## src/rtl/pixel_stream_receiver.sv

```systemverilog
// pixel_stream_receiver
// Sink end of the pixel stream: checks first/last_x/last_y framing against the
// configured frame size, and queues well-framed pixels into a 2-entry
// fall-through buffer that feeds the frame-buffer write port.
module pixel_stream_receiver #(
    parameter int X_SIZE     = 640,
    parameter int Y_SIZE     = 480,
    parameter int ADDR_WIDTH = 19
) (
    input  logic                  clk,
    input  logic                  reset,
    input  logic [7:0]            r,
    input  logic [7:0]            g,
    input  logic [7:0]            b,
    input  logic                  first,
    input  logic                  last_x,
    input  logic                  last_y,
    input  logic                  valid,
    output logic                  ready,
    output logic                  mem_wr_en,
    output logic [ADDR_WIDTH-1:0] mem_wr_addr,
    output logic [23:0]           mem_wr_data,
    input  logic                  mem_wr_ready,
    output logic                  frame_done,
    output logic                  sync_err,
    output logic [15:0]           frame_count,
    output logic [15:0]           err_count,
    output logic                  in_frame
);

    localparam int XW = (X_SIZE > 1) ? $clog2(X_SIZE) : 1;
    localparam int YW = (Y_SIZE > 1) ? $clog2(Y_SIZE) : 1;
    localparam logic [XW-1:0] X_LAST = XW'(X_SIZE - 1);
    localparam logic [YW-1:0] Y_LAST = YW'(Y_SIZE - 1);

    localparam logic [0:0] SEEK   = 1'b0;
    localparam logic [0:0] ACTIVE = 1'b1;

    logic [0:0]            state;
    logic [XW-1:0]         x;
    logic [YW-1:0]         y;
    logic [ADDR_WIDTH-1:0] addr;

    logic [1:0]            count;
    logic                  wr_ptr;
    logic                  rd_ptr;
    logic [ADDR_WIDTH-1:0] fifo_addr [2];
    logic [23:0]           fifo_data [2];

    logic                  accept;
    logic                  pop;
    logic                  exp_first;
    logic                  exp_last_x;
    logic                  exp_last_y;
    logic                  flags_match;

    logic                  start_frame;
    logic                  advance;
    logic                  resync;
    logic                  err;
    logic                  push;
    logic [ADDR_WIDTH-1:0] push_addr;
    logic [XW-1:0]         base_x;
    logic [YW-1:0]         base_y;
    logic [ADDR_WIDTH-1:0] base_addr;
    logic                  base_last_x;
    logic                  base_last_y;
    logic                  frame_end;

    logic [0:0]            state_next;
    logic [XW-1:0]         x_next;
    logic [YW-1:0]         y_next;
    logic [ADDR_WIDTH-1:0] addr_next;

    // ready depends only on buffer occupancy (and reset), never on valid or mem_wr_ready
    assign ready     = !reset && (count != 2'd2);
    assign accept    = valid && ready;
    assign mem_wr_en = (count != 2'd0);
    assign pop       = mem_wr_en && mem_wr_ready;
    assign in_frame  = (state == ACTIVE);

    // Head of the buffer is only presented while it holds something, so the port idles at zero
    assign mem_wr_addr = mem_wr_en ? fifo_addr[rd_ptr] : '0;
    assign mem_wr_data = mem_wr_en ? fifo_data[rd_ptr] : '0;

    assign exp_first   = (x == '0) && (y == '0);
    assign exp_last_x  = (x == X_LAST);
    assign exp_last_y  = exp_last_x && (y == Y_LAST);
    assign flags_match = (first == exp_first) && (last_x == exp_last_x) && (last_y == exp_last_y);

    // Classify the accepted beat: frame start, in-order pixel, or framing error
    always_comb begin
        start_frame = 1'b0;
        advance     = 1'b0;
        resync      = 1'b0;
        err         = 1'b0;
        if (accept) begin
            if (state == SEEK) begin
                start_frame = first;
            end else if (flags_match) begin
                advance = 1'b1;
            end else begin
                err = 1'b1;
                if (first) begin
                    start_frame = 1'b1;
                end else begin
                    resync = 1'b1;
                end
            end
        end
    end

    // A frame start restarts the position from (0,0) before stepping, like any in-order pixel
    always_comb begin
        push        = start_frame || advance;
        base_x      = start_frame ? '0 : x;
        base_y      = start_frame ? '0 : y;
        base_addr   = start_frame ? '0 : addr;
        push_addr   = base_addr;
        base_last_x = (base_x == X_LAST);
        base_last_y = base_last_x && (base_y == Y_LAST);
        frame_end   = push && base_last_y;
    end

    // Next position/address and FSM state; running address replaces any y*X_SIZE multiply
    always_comb begin
        state_next = state;
        x_next     = x;
        y_next     = y;
        addr_next  = addr;
        if (push) begin
            state_next = ACTIVE;
            if (base_last_y) begin
                x_next    = '0;
                y_next    = '0;
                addr_next = '0;
            end else if (base_last_x) begin
                x_next    = '0;
                y_next    = base_y + YW'(1);
                addr_next = base_addr + ADDR_WIDTH'(1);
            end else begin
                x_next    = base_x + XW'(1);
                addr_next = base_addr + ADDR_WIDTH'(1);
            end
        end else if (resync) begin
            state_next = SEEK;
            x_next     = '0;
            y_next     = '0;
            addr_next  = '0;
        end
    end

    // Framing state, position counters, status pulses and statistics
    always_ff @(posedge clk) begin
        if (reset) begin
            state       <= SEEK;
            x           <= '0;
            y           <= '0;
            addr        <= '0;
            frame_done  <= 1'b0;
            sync_err    <= 1'b0;
            frame_count <= '0;
            err_count   <= '0;
        end else begin
            state      <= state_next;
            x          <= x_next;
            y          <= y_next;
            addr       <= addr_next;
            frame_done <= frame_end;
            sync_err   <= err;
            if (frame_end) begin
                frame_count <= frame_count + 16'd1;
            end
            if (err && (err_count != 16'hFFFF)) begin
                err_count <= err_count + 16'd1;
            end
        end
    end

    // Buffer pointers and occupancy; simultaneous push and pop leaves the count unchanged
    always_ff @(posedge clk) begin
        if (reset) begin
            count  <= '0;
            wr_ptr <= 1'b0;
            rd_ptr <= 1'b0;
        end else begin
            if (push) begin
                wr_ptr <= ~wr_ptr;
            end
            if (pop) begin
                rd_ptr <= ~rd_ptr;
            end
            case ({push, pop})
                2'b10:   count <= count + 2'd1;
                2'b01:   count <= count - 2'd1;
                default: count <= count;
            endcase
        end
    end

    // Buffer storage needs no reset; occupancy alone decides what is visible
    always_ff @(posedge clk) begin
        if (push) begin
            fifo_addr[wr_ptr] <= push_addr;
            fifo_data[wr_ptr] <= {b, g, r};
        end
    end

endmodule

```

## config.mk

```make
export PLATFORM = sky130hd
export DESIGN_NAME = pixel_stream_receiver
export DESIGN_NICKNAME = d
export VERILOG_FILES = /design/src/rtl/pixel_stream_receiver.sv
export SDC_FILE = /design/constraint.sdc
export NUM_CORES = 1
export LEC_CHECK = 0
export BUFFER_PORTS_ARGS = -buffer_cell sky130_fd_sc_hd__buf_4
export CAP_MARGIN = 20
export CORE_MARGIN = 10
export CORE_UTILIZATION = 40
export CTS_CLUSTER_SIZE = 8
export DETAILED_ROUTE_END_ITERATION = 8
export SLEW_MARGIN = 10
export SYNTH_ARGS = -nofsm -noshare
export SYNTH_HDL_FRONTEND = slang
export SYNTH_SLANG_ARGS = --single-unit
```

## constraint.sdc

```tcl
create_clock -name clk -period 5.1 [get_ports clk]
set_clock_uncertainty 0.2 [all_clocks]
set_input_delay 0.255 -clock clk [delete_from_list [all_inputs] [get_ports clk]]
set_output_delay 0.255 -clock clk [all_outputs]
set_load 0.05 [all_outputs]
```

# == Word level (Yosys, flattened, before mapping) ==
# Memories as Yosys holds them, arrays and structs flattened. A register that Yosys moved wholly into a read port is not among the register bits.
# Cells that the tools add are included.
# totals
ff_bits,77
ram_bits,86
in_bits,31
word_cells,91
n_memories,2
# memory_table
name,depth,width,read_ports,rd_ports_with_merged_regs,wr,line_no,source
fifo_data,2,24,1,1,1,48,logic [23:0] fifo_data [2];
fifo_addr,2,19,1,1,1,47,logic [ADDR_WIDTH-1:0] fifo_addr [2];
# op_classes
n_addsub,7
n_eq_ne,12
muxes,39
bitwise,2
n_reduce_logical,18
# ops
cell,n
19-bit two-way mux,5
10-bit two-way mux,5
9-bit two-way mux,5
16-bit by 1-bit adder with 16-bit output (second input constant),2
24-bit two-way mux,1
1-bit two-way mux,22
10-bit equality test (second input constant),2
19-bit by 1-bit adder with 19-bit output (second input constant),1
9-bit equality test (second input constant),2
16-bit != test (second input constant),1
10-bit by 1-bit adder with 10-bit output (second input constant),1
1-bit logical AND,10
10-bit logical NOT,1
9-bit by 1-bit adder with 9-bit output (second input constant),1
9-bit logical NOT,1
2-bit nonzero test,3
2-bit one-hot mux with 2 select lines,1
1-bit equality test,3
3-bit by 1-bit != test with 1-bit output (second input constant),1
2-bit by 1-bit adder with 2-bit output (second input constant),1
2-bit by 1-bit equality test with 1-bit output (second input constant),1
2-bit equality test (second input constant),1
2-bit != test (second input constant),1
1-bit NOT,2
other kinds (4),4

# == Logic depth before layout (Yosys ltp) ==
# Gate-level depths: netlist of run 1.
# logic_depth
ltp_word,13
ltp_mapped,17
ltp_nobuf,14

# == Least setup slack after synthesis of run 1 ==
# No wires, ideal clock.
# synth_path
path_type,register to register
from,reg y[5]
to,reg frame_count[15]
setup_ns,0.070
arrival_time_ns,4.417
path_slack_ns,0.414
path_stages_with_launch,16
n_path_buf,3
path_cell_list,dfxtp_1 > clkdlybuf4s15_1 > nor4b_1 > mux2i_1 > a21oi_1 > nand2b_1 > clkbuf_1 > and2_1 > ha_1 > nand3_1 > or3_1 > buf_2 > or4_4 > or4_4 > or4_1 > a21oi_1
# synth_between
elab_chain_cells,12
word_cells_on_any_way,21
# synth_lines
element,line_no,source
start: declaration,41,logic [YW-1:0] y;
start signal: assignment,167,y <= y_next;
9-bit logical NOT,86,assign exp_first = (x == '0) && (y == '0);
1-bit logical AND,86,
1-bit equality test,89,assign flags_match = (first == exp_first) && (last_x == exp_last_x) && (last_y == exp_last_y);
1-bit logical AND (2 in a row),89,
1-bit two-way mux,100,end else if (flags_match) begin
1-bit two-way mux,98,if (state == SEEK) begin
1-bit two-way mux,97,if (accept) begin
10-bit two-way mux / 9-bit two-way mux (equally long branches),"116, 117",
10-bit equality test / 9-bit equality test (equally long branches),"120, 121",
1-bit logical AND,121,base_last_y = base_last_x && (base_y == Y_LAST);
1-bit logical AND *,122,frame_end = push && base_last_y;
end signal: assignment,172,frame_count <= frame_count + 16'd1;
end: declaration,26,"output logic [15:0] frame_count,"
# Mark *: on every way between the ends. The rest lies on a longest branch, timed or not.
# A chain may end at the register's enable or synchronous reset.

# == Worst setup path after layout of run 1 ==
# layout_path
from,reg y[6]
to,reg frame_count[15]
# The elaborated chain is that of the path after synthesis.

==> results of run 1 <==
## what timing repair did
action                                 4_1_cts  5_1_grt
endpoints found under the hold margin       48        0
gates resized for setup                      0        0
setup endpoints to repair                    0        0
hold buffers                                24        0
## worst min-delay path by stage
stage	startpoint	to	slack, ns	depth (start not counted)
2_1_floorplan	r[0]	fifo_data[0][0]	0.15	0
3_3_place_gp	addr[18]	addr[18]	0.24	1
3_5_place_dp	g[0]	fifo_data[0][8]	0.24	1
4_1_cts	mem_wr_ready	flop	0.1	4
5_1_grt	mem_wr_ready	flop	0.12	4
6_report	mem_wr_ready	flop	0.12	4
## area by class of cell
type | count | area share (%)
clock buffer | 18 | 4.55
clock inverter | 14 | 1.31
inverter | 14 | 0.557
multi-input combinational | 505 | 33.6
sequential | 164 | 44.0
tap | 234 | 3.11
timing repair buffer | 151 | 12.9
## worst min-delay path: stages
cell and delay (ns):
buf_4 0.07, and2_1 0.19, xnor2_1 0.11, nor2_1 0.08
## where the power goes
part | switching (mW) | total [mW] | internal [mW]
Combinational | 0.469 | 0.687 | 0.218
Sequential | 0.0126 | 1.42 | 1.41
Clock | 0.546 | 1.18 | 0.635
Total | 1.03 | 3.29 | 2.26
## metal layers
layer,track usage (%),vias to the layer above
li1,-,2941
met1,18.2,2780
met2,24.7,166
met3,4.34,30
met4,6.28,0
met5,0,-
## stage by stage
stage          hold WS (ns)  utilization (%)  power [mW]  area, um2
2_1_floorplan         0.154                -        1.91       7510
3_3_place_gp          0.240             46.3        2.11       8610
3_5_place_dp          0.243             46.3        2.12       8610
4_1_cts              0.0965             50.6        3.31       9400
5_1_grt               0.118             50.7        3.43       9430
6_report              0.120             50.7        3.29       9430
## synthesized netlist by cell type, types with 12 or more instances
master and count:
nand3_1 38, edfxtp_1 86, inv_1 14, nor2_1 74, and3_1 23, o21ai_0 36
nand2_1 42, and2_1 26, nand4_1 12, mux2i_1 49, dfxtp_1 78, a21oi_1 47
nor3_1 13, or3_1 19, clkbuf_1 25
## state kept, by name (all words and copies together), names as in the netlist, named ones only
signal       flops
wr_ptr           1
rd_ptr           1
err_count       16
fifo_addr       38
addr            19
x               10
frame_done       1
count            2
fifo_data       48
in_frame         1
frame_count     16
sync_err         1
y                9
## cell usage in the layout (no fill, tap or decap), types with 12 or more instances in the layout
master         netlist  routed
a21oi_1             47      47
and2_1              26      25
and3_1              23      23
buf_4                0     126
clkbuf_16            0      17
dfxtp_1             78      77
dlygate4sd3_1        0      24
edfxtp_1            86      86
inv_1               14      14
mux2i_1             49      49
nand2_1             42      42
nand3_1             38      38
nand4_1             12      12
nor2_1              74      72
nor3_1              13      13
o21ai_0             36      35
or3_1               19      19
## cell families after synthesis
kind of cell    Yosys count  synth area share (%)
compound gates          140                  11.6
xor+xnor                  9                  1.05
fa+ha+maj                 6                  1.00
buf+inv                  49                  2.82
flops                   164                  55.2
mux                      53                  7.13
simple gates            297                  21.2
==> impl_metrics.ini, run 1 <==
[critical_path]
cp-startpoint = y[6]
worstSetupStartpointType = flop
cp_num_buf_inv = 0
path_class = flop to flop
cp.required_ns = 5.24
r2r_cells = 13
critical-path-max-stage-delay_ns = 0.62
crit_cells = 13
crit_slowest_cell = or4_4
crit_path_cell_trace = nand4_1, nor4b_1, mux2i_1, a21oi_1, nand2b_1, and2_1, ha_1, nand3_1, or3_1, or4_4, or4_4, or4_1, a21oi_1
crit_end = frame_count[15]
rr_endpoint = frame_count[15]
critical_path.max_fanout = 14
crit_family = simple AND/OR/NAND/NOR gates
worstSetupEndpointType = flop
rr_startpoint = y[6]
rrSetupSlack_ns = 0.38
arrival_ns = 4.86

[synth]
ys_seq_elements = 164
yosysUniqueCellTypes = 65
ys.flop_type = edfxtp_1
async_flop_share_pct = 0
avgSynthCellArea_um2 = 10.5
netlist_instances = 718
synth_warnings = 0
syn-num-nets = 755
synth_area_um2 = 7510
synth.top_cell.area_share_pct = 34.4
ys_seq_area_share_pct = 55.2
synth_top_area_cell = edfxtp_1
synth_edf_count = 86
synthTopCellsByArea = edfxtp_1 34%, dfxtp_1 21%, mux2i_1 6.5%

[clock_tree]
clockBufferDepth = 2
post_cts_buffers = 0
numCtsBuffers = 17
cts_tree = done
ctsRootBufferMaster = clkbuf_16
clock_latency_ns = 0.42
ctsHtreeMaxLevel = 4
path_clk_slew_ns = 0.06
cts_sinks = 164

[sta]
relSlewSlack_pct = 36.7
period_minus_slack_ns = 4.72
setup_tns_ns = 0
max_freq_ghz = 0.212
hold_viol = 0
setup_ws_ns = 0.384
maxSlewViolCount = 0
finalSetupViolCount = 0
fin_crit_sh_pct = 92.5
worstMarginPinSlew_ns = 0.946
rsz0062_at_grt = no

[status]
outcome = complete, no violations

[cells_and_area]
seq_area_um2 = 4150
stdcell_count = 1100
area_delta_synth_final_pct = 25.5
drive_gt1_share_pct = 21.2
multiInputGateArea_um2 = 3170
nets = 890
nFillCells = 1683
antenna_cells = 0

[run]
cap_violations = 0

[place]
dpl.cell_count = 1043
dpl_worst_slack_ns = 0.459
place_congestion = 0.919
port-buffer-count = 110
dp_hpwl_um = 12600

[drt]
ant_nets = 0
met3_length_um = 1170
finalWirelength_um = 18300
drc = 0
first_pass_iters = 5
vias = 5917
highest_layer = met4
detail_route.iter0.violations = 499
viasPerCell = 5.38
wl_met1_um = 8040
wire_per_inst_um = 16.7
dr_wl_met2_um = 8740

[floorplan]
die_h_um = 157
chipWidth_um = 157
die_area_um2 = 24700
coreArea_um2 = 18600
initial_core_util_pct = 40.4
fp-row-count = 50
io_pins = 111

[global_routing]
grt_max_degree = 59
grt_pass1_wl_um = 30000
antenna_found_initial = 0
overflow = 0
grt_pass1_vias = 5848
grt_usage_pct = 15.1

[hold_path]
hold_class = input pin to flop

[pwr]
p_leak_nw = 3.41
p_per_area_nw_per_um2 = 349
ir_drop_mv = 0.210
Note: power is estimated with default switching activity, not from simulation.
==> inputs of run 2 (changes only) <==
- TNS_END_PERCENT: default -> 30
- clock period: 5.1 -> 5.9 ns (I/O delays scaled with it)
==> run 2 against run 1 <==
  * Cell area grew 1.0%
  * Combinational power shrank 14%
  * First-iteration DRC count shrank 29%
  * Clock power is essentially flat
  * Worst setup slack gained 0.44 ns
  * Sequential power shrank 13%
  * Via count grew 1.0%
  * Worst hold slack gained 0.012 ns
  * Die area is the same
  * Clock-buffer cell count shrank 1
  * Power shrank 8.3%
  * Fmax shrank 7.1%
==> impl_metrics.ini, run 2 (synthesized netlist as in run 1, its figures left out) <==
[status]
outcome = complete, no violations

[hold_path]
hold_class = input pin to flop

[sta]
setup_tns_ns = 0
relSlewSlack_pct = 37.7
period_minus_slack_ns = 5.08
worstMarginPinSlew_ns = 0.931
hold_viol = 0
max_freq_ghz = 0.197
rsz0062_at_grt = no
finalSetupViolCount = 0
fin_crit_sh_pct = 86.0
setup_ws_ns = 0.824
maxSlewViolCount = 0

[floorplan]
io_pins = 111
die_area_um2 = 24700
fp-row-count = 50
die_h_um = 157
initial_core_util_pct = 40.4
chipWidth_um = 157
coreArea_um2 = 18600

[clock_tree]
cts_hold_buffers = 25
clockBufferDepth = 2
cts_tree = done
ctsRootBufferMaster = clkbuf_16
ctsHtreeMaxLevel = 4
post_cts_buffers = 0
cts.repair.resized = 0
path_clk_slew_ns = 0.06
clock_latency_ns = 0.43
cts_sinks = 164
numCtsBuffers = 17

[place]
place_congestion = 0.900
port-buffer-count = 110
dp_hpwl_um = 12800
dpl_worst_slack_ns = 0.908
dpl_cell_area_um2 = 8580

[critical_path]
rr_endpoint = frame_count[15]
rr_startpoint = y[6]
r2r_cells = 14
arrival_ns = 5.23
path_class = flop to flop
cp.required_ns = 6.05
critical_path.max_fanout = 14
crit_end = frame_count[15]
cp-startpoint = y[6]
rrSetupSlack_ns = 0.82
worstSetupStartpointType = flop
worstSetupEndpointType = flop

[drt]
finalWirelength_um = 18600
drc = 0
vias = 5977
detail_route.iter0.violations = 354
wire_per_inst_um = 16.9
ant_nets = 0
first_pass_iters = 5
viasPerCell = 5.43

[cells_and_area]
nets = 890
layout_commonest_cell = buf_4
stdcell_area_um2 = 9520
antenna_cells = 0
final_core_util_pct = 51.2
drive_gt1_share_pct = 21.1
area_delta_synth_final_pct = 26.8
reg.largest.list = fifo_data x48, fifo_addr x38, addr x19
top_register = fifo_data
largest_reg_flops = 48
final_cell_mix = 123 x buf_4, 86 x edfxtp_1, 77 x dfxtp_1

[pwr]
switching_share_pct = 29.5
p_leak_nw = 3.46
internal_power_mw = 2.13
pwr-share-clk_pct = 39.7
switchingPower_mw = 0.892
ir_drop_mv = 0.189
power_frac_seq_pct = 40.7
power_mw = 3.02
p_per_area_nw_per_um2 = 317
p_comb_share_pct = 19.6

[global_routing]
grt_pass1_wl_um = 29900
grt_usage_pct = 15.1
grt_pass1_vias = 5788
grt_max_degree = 56
overflow = 0
antenna_found_initial = 0

[run]
cap_violations = 0
==> run 2: cell count changes in the layout (fill, tap and decap cells not counted), moves of 2 or more <==
| cell | previous run | this run |
|---|---|---|
| buf_12 | 0 | 2 |
| buf_4 | 126 | 123 |
| bufinv_16 | 0 | 4 |
| clkinvlp_4 | 7 | 2 |
| inv_8 | 1 | 3 |
==> run 2: critical path, stage by stage, from the launching register on <==
cell	delay [ns]
dfxtp_1	0.46
nand4_1	0.19
nor4b_1	0.60
mux2i_1	0.24
a21oi_1	0.19
buf_4	0.21
nand2b_1	0.19
and2_1	0.15
ha_1	0.20
nand3_1	0.10
or3_1	0.44
or4_4	0.56
or4_4	0.62
or4_1	0.49
a21oi_1	0.14
==> run 2: worst min-delay path by stage <==
stage / start / endpoint / slack (ns) / cells past startpoint
2_1_floorplan: r[0] / fifo_data[0][0] / 0.19 / 0
3_3_place_gp: addr[18] / addr[18] / 0.25 / 1
3_5_place_dp: addr[18] / addr[18] / 0.25 / 1
4_1_cts: mem_wr_ready / rd_ptr / 0.11 / 4
5_1_grt: mem_wr_ready / rd_ptr / 0.18 / 4
6_report: mem_wr_ready / rd_ptr / 0.13 / 4
==> run 2: metrics by stage <==
stage          hold WS (ns)  instances
3_5_place_dp          0.251       1040
6_report              0.132       1100
4_1_cts               0.113       1097
2_1_floorplan         0.194        718
3_3_place_gp          0.249       1040
5_1_grt               0.176       1100
==> run 2: power groups by stage <==
stage	Combinational [mW]	Sequential, mW	Clock (mW)
2_1_floorplan	0.399	1.25	0
3_3_place_gp	0.569	1.25	0
3_5_place_dp	0.577	1.25	0
4_1_cts	0.592	1.23	1.23
5_1_grt	0.630	1.23	1.27
6_report	0.590	1.23	1.20
==> run 2: cell type report <==
| class | instances | area (um2) |
|---|---|---|
| repair buffers | 151 | 1220 |
| multi-input cells | 505 | 3170 |
| fillers | 1691 | 9060 |
| flip-flops and latches | 164 | 4150 |
| well taps | 234 | 293 |
| inverters | 14 | 52.6 |
| clock inverters | 15 | 216 |
| clock buffers | 17 | 425 |
==> run 2: routing by layer <==
layer  vias to the layer above  share of wire (%)  GRT usage, %
li1                       2947                  -             -
met4                         0                1.6          6.10
met3                        22                6.9          5.27
met5                         -                  0             0
met1                      2836                 44          17.6
met2                       172                 48          25.0
==> inputs of run 3 (changes only) <==
- CORE_ASPECT_RATIO: default -> 1.1
- CORE_MARGIN: 10 -> default
==> run 3 against run 2 <==
  * Via count shrank 0.38%
  * Routed wire length decreased by 4.9%
  * Cell area fell by 1.5%
  * Sequential cell count stayed put
  * First-iteration DRC count fell by 11%
  * Core utilization fell by 0.31 points
  * Die area decreased by 22%
  * Sequential share of layout area is 0.66 points higher
  * Worst hold slack lost 0.0053 ns
  * Register-to-register slack got worse by 0.14 ns
  * Worst setup slack worse by 0.14 ns
  * Critical endpoint unchanged
  * Largest power group unchanged
==> impl_metrics.ini, run 3 (synthesized netlist as in run 1, its figures left out) <==
[critical_path]
path_class = flop to flop
critical-path-max-stage-delay_ns = 0.63
crit_path_cell_trace = nand4_1, nor4b_1, mux2i_1, a21oi_1, buf_4, nand2b_1, and2_1, ha_1, nand3_1, or3_1, or4_4, or4_4, or4_1, a21oi_1
crit_slowest_cell = nor4b_1
cp-startpoint = y[6]
critical_path.max_fanout = 14
arrival_ns = 5.37
cp.required_ns = 6.05
rr_startpoint = y[6]
worstSetupEndpointType = flop
worstSetupStartpointType = flop

[global_routing]
grt_pass1_wl_um = 28800
grt_usage_pct = 18.8
overflow = 0
grt_max_degree = 59
antenna_found_initial = 0
grt_pass1_vias = 5655

[place]
dpl.cell_count = 1044
port-buffer-count = 110
dp_hpwl_um = 11800
place_congestion = 0.903

[sta]
setup_tns_ns = 0
worstMarginPinSlew_ns = 1.10
finalSetupViolCount = 0
hold_viol = 0
maxSlewViolCount = 0
rsz0062_at_grt = no
max_freq_ghz = 0.192
relSlewSlack_pct = 26.1
fin_crit_sh_pct = 88.4
period_minus_slack_ns = 5.22
hold_ws_ns = 0.127

[drt]
detail_route.iter0.violations = 314
wire_per_inst_um = 16.1
viasPerCell = 5.41
first_pass_iters = 6
ant_nets = 0
finalWirelength_um = 17700
drc = 0
vias = 5954

[floorplan]
fp-row-count = 52
io_pins = 111
die_h_um = 146
chipWidth_um = 133
die_area_um2 = 19300
coreArea_um2 = 18400
initial_core_util_pct = 40.8

[cells_and_area]
nets = 882
multiInputGateArea_um2 = 3180
final_cell_mix = 118 x buf_4, 86 x edfxtp_1, 77 x dfxtp_1
drive_gt1_share_pct = 20.7
stdcell_count = 1101
nFillCells = 1680
reg.largest.list = fifo_data x48, fifo_addr x38, addr x19
top_register = fifo_data
seq_area_um2 = 4150
layout_commonest_cell = buf_4
area_delta_synth_final_pct = 24.9
antenna_cells = 0
largest_reg_flops = 48

[clock_tree]
clockBufferDepth = 2
cts_tree = done
path_clk_slew_ns = 0.07
cts_sinks = 164
numCtsBuffers = 17
clock_latency_ns = 0.42
post_cts_buffers = 0
ctsHtreeMaxLevel = 4
ctsRootBufferMaster = clkbuf_16

[hold_path]
hold_class = input pin to flop
hold_start = mem_wr_ready

[run]
cap_violations = 0

[pwr]
p_per_area_nw_per_um2 = 304
ir_drop_mv = 0.181
p_leak_nw = 3.39

[status]
outcome = complete, no violations
## run 3: cell types whose count changed in the layout (fill, tap and decap cells not counted), moves of 2 or more
cell,change
bufinv_16,-4
clkinv_2,+3
clkinvlp_4,-2
buf_4,-5
## run 3: worst max-delay path, delay by kind of cell, from the launching register on
kind,cells,cell delay (ns)
adders and majority gates,1,0.21
muxes,1,0.24
buffers and inverters,1,0.22
and+or+nand+nor,9,3.47
AOI/OAI and AO/OA,2,0.34
DFF,1,0.46
## run 3: report_power, final
part	internal, mW	switching, mW
registers	1.22	0.0116
logic	0.183	0.403
clock network	0.562	0.472
## run 3: path summary, 6_finish.rpt
kind	end	slack (ns)	cells after the start
max	frame_count[15]	0.68	14
max reg2reg	frame_count[15]	0.68	14
min reg2reg	addr[18]	0.25	1
min	flop	0.13	4
## run 3: layout make-up
| type | count | area share [%] |
|---|---|---|
| inverter | 14 | 0.560 |
| sequential | 164 | 44.2 |
| clock inverter | 14 | 1.23 |
| tap | 243 | 3.24 |
| timing repair buffer | 143 | 12.2 |
| clock buffer | 18 | 4.68 |
| multi-input combinational | 505 | 33.9 |
## run 3: routing by layer
metal  up-vias  share of wire (%)  GRT usage (%)
met3        20                5.2           4.01
met4         0                1.3           6.55
met5         -                  0              0
met1      2821                 46           24.0
li1       2932                  -              -
met2       181                 48           31.3
## run 3: what timing repair did
action	4_1_cts	5_1_grt
setup endpoints to repair	0	3
hold buffers	24	0
resized for setup	0	1
hold endpoints to repair	48	0
## run 3: metrics by stage
step,setup slack [ns],power [mW],util [%],area [um2]
6_report,0.682,2.85,50.9,9380
5_1_grt,0.288,2.96,50.9,9380
4_1_cts,0.455,2.87,50.8,9350
3_5_place_dp,0.477,1.82,46.5,8560
3_3_place_gp,0.833,1.82,46.5,8560
2_1_floorplan,1.21,1.65,-,7510
